--- config.mk ---
export PLATFORM = sky130hd
export DESIGN_NAME = en_sync_capture
export DESIGN_NICKNAME = d
export VERILOG_FILES = /design/src/rtl/en_sync_capture_pkg.sv /design/src/rtl/en_edge_detect.sv /design/src/rtl/en_sync_capture.sv
export SDC_FILE = /design/constraint.sdc
export NUM_CORES = 1
export LEC_CHECK = 0
export ABC_AREA = 1
export BUFFER_PORTS_ARGS = -buffer_cell sky130_fd_sc_hd__buf_2
export CAP_MARGIN = 10
export CORE_MARGIN = 3
export CORE_UTILIZATION = 60
export CTS_BUF_LIST = sky130_fd_sc_hd__clkbuf_2
export CTS_CLUSTER_DIAMETER = 80
export DETAILED_ROUTE_END_ITERATION = 16
export PLACE_DENSITY_LB_ADDON = 0.08
export SLEW_MARGIN = 5
export SYNTH_ARGS = -nofsm -noshare
export SYNTH_HDL_FRONTEND = slang
export SYNTH_SLANG_ARGS = --single-unit
--- constraint.sdc ---
create_clock -name i_clk -period 3.3 [get_ports i_clk]
set_clock_uncertainty 0.1 [all_clocks]
set_input_delay 0.495 -clock i_clk [delete_from_list [all_inputs] [get_ports i_clk]]
set_output_delay 0.495 -clock i_clk [all_outputs]
set_load 0.05 [all_outputs]
--- src/rtl/en_sync_capture_pkg.sv ---
// Shared constants and types for the enable-synchronized capture block.
// Holds edge-mode selectors, drop counter width and the buffer fill encoding.
package en_sync_capture_pkg;

  localparam int EDGE_RISE  = 0;
  localparam int EDGE_ANY   = 1;
  localparam int DROP_CNT_W = 8;

  localparam logic [DROP_CNT_W-1:0] DROP_CNT_MAX = '1;
  localparam logic [DROP_CNT_W-1:0] DROP_CNT_ONE = DROP_CNT_W'(1);

  // Fill level of the 2-entry capture buffer
  typedef enum logic [1:0] {
    CNT_EMPTY = 2'd0,
    CNT_ONE   = 2'd1,
    CNT_FULL  = 2'd2
  } buf_cnt_t;

  function automatic logic [DROP_CNT_W-1:0] sat_inc(input logic [DROP_CNT_W-1:0] value);
    return (value == DROP_CNT_MAX) ? value : value + DROP_CNT_ONE;
  endfunction

endpackage

--- src/rtl/en_edge_detect.sv ---
// Edge detector on the synchronized enable level. The detector stays disarmed
// for one cycle after reset so a level already high at release is not an edge.
module en_edge_detect
  import en_sync_capture_pkg::*;
#(
  parameter int EDGE_MODE = EDGE_RISE
) (
  input  logic clk,
  input  logic rst,
  input  logic en_sync,
  output logic en_edge
);

  logic en_prev_reg;
  logic armed_reg;
  logic raw_edge;

  always_ff @(posedge clk) begin
    if (rst) begin
      en_prev_reg <= 1'b0;
      armed_reg   <= 1'b0;
    end else begin
      en_prev_reg <= en_sync;
      armed_reg   <= 1'b1;
    end
  end

  generate
    if (EDGE_MODE == EDGE_ANY) begin : g_any
      assign raw_edge = en_sync ^ en_prev_reg;
    end else begin : g_rise
      assign raw_edge = en_sync & ~en_prev_reg;
    end
  endgenerate

  assign en_edge = armed_reg & raw_edge;

endmodule

--- src/rtl/en_sync_capture.sv ---
// Captures the source bus on each detected enable edge into a 2-entry buffer
// drained by valid/ready; captures into a full buffer are dropped and counted.
module en_sync_capture
  import en_sync_capture_pkg::*;
#(
  parameter int WIDTH     = 8,
  parameter int EDGE_MODE = EDGE_RISE
) (
  input  logic                  i_clk,
  input  logic                  i_rst,
  input  logic                  i_en_sync,
  input  logic [WIDTH-1:0]      i_bus,
  output logic                  o_pulse,
  output logic [WIDTH-1:0]      o_data,
  output logic                  o_valid,
  input  logic                  i_ready,
  output logic                  o_overflow,
  output logic [DROP_CNT_W-1:0] o_drop_cnt,
  input  logic                  i_clr_ovf
);

  logic                  en_edge;
  logic [WIDTH-1:0]      mem_reg [2];
  buf_cnt_t              count_reg, count_next;
  logic                  wr_ptr_reg, wr_ptr_next;
  logic                  rd_ptr_reg, rd_ptr_next;
  logic                  pulse_reg;
  logic                  ovf_reg, ovf_next;
  logic [DROP_CNT_W-1:0] drop_cnt_reg, drop_cnt_next;
  logic                  pop;
  logic                  push;
  logic                  drop;

  en_edge_detect #(
    .EDGE_MODE (EDGE_MODE)
  ) u_edge (
    .clk     (i_clk),
    .rst     (i_rst),
    .en_sync (i_en_sync),
    .en_edge (en_edge)
  );

  always_ff @(posedge i_clk) begin
    if (i_rst) begin
      count_reg    <= CNT_EMPTY;
      wr_ptr_reg   <= 1'b0;
      rd_ptr_reg   <= 1'b0;
      pulse_reg    <= 1'b0;
      ovf_reg      <= 1'b0;
      drop_cnt_reg <= '0;
    end else begin
      count_reg    <= count_next;
      wr_ptr_reg   <= wr_ptr_next;
      rd_ptr_reg   <= rd_ptr_next;
      pulse_reg    <= en_edge;
      ovf_reg      <= ovf_next;
      drop_cnt_reg <= drop_cnt_next;
    end
  end

  // Storage needs no reset: o_data is masked while the buffer is empty
  always_ff @(posedge i_clk) begin
    if (!i_rst && push) begin
      mem_reg[wr_ptr_reg] <= i_bus;
    end
  end

  always_comb begin
    pop           = (count_reg != CNT_EMPTY) & i_ready;
    push          = en_edge & ((count_reg != CNT_FULL) | pop);
    drop          = en_edge & (count_reg == CNT_FULL) & ~pop;
    count_next    = count_reg;
    wr_ptr_next   = push ? ~wr_ptr_reg : wr_ptr_reg;
    rd_ptr_next   = pop ? ~rd_ptr_reg : rd_ptr_reg;
    ovf_next      = ovf_reg;
    drop_cnt_next = drop_cnt_reg;

    case ({push, pop})
      2'b10: begin
        case (count_reg)
          CNT_EMPTY: count_next = CNT_ONE;
          CNT_ONE:   count_next = CNT_FULL;
          default:   count_next = count_reg;
        endcase
      end
      2'b01: begin
        case (count_reg)
          CNT_FULL: count_next = CNT_ONE;
          CNT_ONE:  count_next = CNT_EMPTY;
          default:  count_next = count_reg;
        endcase
      end
      default: count_next = count_reg;
    endcase

    // A drop in the same cycle as a clear restarts the count at one
    if (drop) begin
      ovf_next      = 1'b1;
      drop_cnt_next = i_clr_ovf ? DROP_CNT_ONE : sat_inc(drop_cnt_reg);
    end else if (i_clr_ovf) begin
      ovf_next      = 1'b0;
      drop_cnt_next = '0;
    end
  end

  assign o_pulse    = pulse_reg;
  assign o_valid    = (count_reg != CNT_EMPTY);
  assign o_data     = (count_reg == CNT_EMPTY) ? '0 : mem_reg[rd_ptr_reg];
  assign o_overflow = ovf_reg;
  assign o_drop_cnt = drop_cnt_reg;

endmodule

==> impl_metrics.json <==
{
  "status": "completed",
  "fp.dieH_um": 56.5,
  "worst-path-buf-inv": 3,
  "p_leak_uw": 0.000774,
  "ir_worst_vdd_mv": 0.389,
  "fin_tns_setup_ns": 0,
  "start_kind": "flip-flop",
  "regToRegSetupSlack_ns": 1.00,
  "io_buffer_count": 31,
  "post-cts-setup-buffers": 0,
  "finalSetupViolCount": 0,
  "synth-compound-area-share": 0.0719,
  "p_sw_uw": 265,
  "hold_viol": 0,
  "min_path_type": "primary input to flip-flop",
  "first_pass_iters": 4,
  "core_area_um2": 2320,
  "synth_top_family_by_area": "simple AND/OR/NAND/NOR gates",
  "final_layout_size_suffix_gt1_frac": 0.231,
  "crit_chain": "inv_1 -> ha_1 -> inv_1 -> o21ai_0 -> nor2_1 -> buf_2",
  "grt_max_degree": 17,
  "yosysWarnings": 0,
  "max_freq_mhz": 423,
  "fin_crit_sh": 0.716,
  "die_w_um": 56.5,
  "power_density_nw_per_um2": 460,
  "yosys.area.top_type": "edfxtp_1",
  "synth_edf_count": 16,
  "cp_common_cell": "inv_1",
  "cts_buffers": 5,
  "place.gp.congestion": 0.848,
  "drt-total-wl_um": 2990,
  "cts_root_buffer": "clkbuf_2",
  "synth_xor_area_frac": 0.00572,
  "pre_cts_slack_ns": 0.995,
  "slew_headroom": 0.594,
  "rsz0062_at_grt": "no",
  "start_util": 0.661,
  "post_cts_resize_count": 0,
  "cp-end-kind": "primary output",
  "cts_max_path_buffers": 2,
  "dp_hpwl_um": 2320,
  "clk_pin_slew_worst_paths_ns": 0.15,
  "vias_per_cell": 5.26,
  "period_needed_ns": 2.36,
  "crit_type": "flip-flop to primary output",
  "worst_pin_slew_ns": 0.607,
  "swShare": 0.329,
  "synth_nets": 194,
  "yosysTopAreaCellShare": 0.314,
  "cp_max_fo": 11,
  "critPathArrivalTime_ns": 1.77,
  "whs_ns": 0.202,
  "synth_mux_area_frac": 0,
  "final_nets": 230,
  "dr_total_vias": 1262,
  "grt_pass1_wl_um": 5060,
  "dieArea_um2": 3190,
  "synth_most_common_cell": "nor2_1",
  "largest_reg_flops": 16,
  "clock_sinks": 33,
  "power.clock.fraction": 0.227,
  "crit_slowest_cell": "dfxtp_1",
  "num_rows": 17,
  "p_seq_frac": 0.561,
  "yosys-top-cells-count": "nor2_1 (34), nand2_1 (25), inv_1 (20)",
  "synth.avg_cell_area_um2": 8.75,
  "cts-htree-levels": 2,
  "clk_latency_ns": 0.37,
  "slowest_delay_ns": 0.38,
  "cts_tree": "yes",
  "antenna_found_initial": 0,
  "grt_pass1_vias": 1246,
  "final_max_slew_viol_count": 0,
  "syn_inst": 175,
  "synth.distinct_cells": 24,
  "comb_power_share": 0.211,
  "cts_hold_buf": 0,
  "yosys_register_bits": 33,
  "antenna_cells": 0,
  "grt_usage": 0.208,
  "yosys.area_share.adder": 0.0490,
  "ys_async_sr_fraction": 0,
  "critPathRequiredTime_ns": 2.70,
  "syn_area_um2": 1530,
  "internal_power_uw": 541,
  "maxCapViolations": 0,
  "ant_nets": 0,
  "ios": 32,
  "synthTopCellsByArea": "edfxtp_1 (31%), dfxtp_1 (22%), nor2_1 (8.3%)",
  "drc": 0,
  "drt_iter0_drc": 42,
  "area_growth_pct": 14.4,
  "post_drt_wl_per_cell_um": 12.4,
  "cp_top_family": "buffers and inverters",
  "synth-simple-area-share": 0.278,
  "final_core_util": 0.756,
  "grt_overflow": 0,
  "synth_top_flop_cell": "dfxtp_1",
  "synth.yosys.seq_area_share": 0.536,
  "fin_ws_ns": 0.938
}
## power by group through the flow
| stage | logic [uW] | clock network (uW) | registers, uW |
|---|---|---|---|
| 2_1_floorplan | 126 | 0 | 465 |
| 3_3_place_gp | 164 | 0 | 460 |
| 3_5_place_dp | 171 | 0 | 461 |
| 4_1_cts | 172 | 192 | 452 |
| 5_1_grt | 186 | 211 | 454 |
| 6_report | 170 | 183 | 452 |
## area by class of cell
cell class	count	area (um^2)
Sequential cell	33	821
Multi-Input combinational cell	119	619
Fill cell	173	567
Timing Repair Buffer	32	163
Inverter	20	75.1
Clock buffer	7	35.0
Tap cell	28	35.0
Clock inverter	1	3.75
## cell families (layout without fill, tap and decap cells)
family | after synthesis | count (layout)
AND/OR/NAND/NOR | 91 | 91
flip-flops | 33 | 33
buffers and inverters | 23 | 60
AO/OA/AOI/OAI | 21 | 21
adder cells (fa/ha/maj) | 6 | 6
XOR/XNOR | 1 | 1
## metal layers
metal | share of wire | global-route usage | routed length [um] | up-vias
li1 | - | - | - | 649
met1 | 0.39 | 0.215 | 1160 | 571
met2 | 0.53 | 0.375 | 1590 | 35
met3 | 0.058 | 0.0736 | 173 | 7
met4 | 0.020 | 0.0847 | 60 | 0
met5 | 0 | 0 | 0 | -
## stage by stage
stage	cells	total power (uW)	cell area [um^2]
floorplan	175	591	1530
global placement	232	624	1710
detailed placement	232	633	1710
CTS	240	815	1750
global route	240	850	1750
finish	240	805	1750
## cell usage in the layout (no fill, tap or decap)
master / count
nor3_1: 1
buf_2: 31
nand4_1: 4
nand3b_1: 1
clkbuf_2: 7
a211oi_1: 1
ha_1: 6
nand2_4: 2
a21oi_1: 10
clkinv_1: 1
inv_1: 20
nor2_4: 2
edfxtp_1: 16
buf_4: 1
or2_2: 1
nand3_2: 1
nand2_2: 3
xor2_1: 1
o21ai_0: 9
nand2_1: 25
nor2_1: 34
dfxtp_1: 17
nand3_1: 16
nor2_2: 1
o21bai_1: 1
## path summary, 6_finish.rpt
check / start / endpoint / depth (start not counted)
worst max-delay path: count_reg[1]$_SDFFE_PP0P_ / o_data[1] / 6
worst min-delay path: i_bus[0] / mem_reg[0][0]$_DFFE_PP_ / 1
worst max register to register: count_reg[1]$_SDFFE_PP0P_ / mem_reg[0][6]$_DFFE_PP_ / 9
worst min register to register: count_reg[1]$_SDFFE_PP0P_ / count_reg[1]$_SDFFE_PP0P_ / 2
No activity file was read; power rests on OpenSTA's default activity.
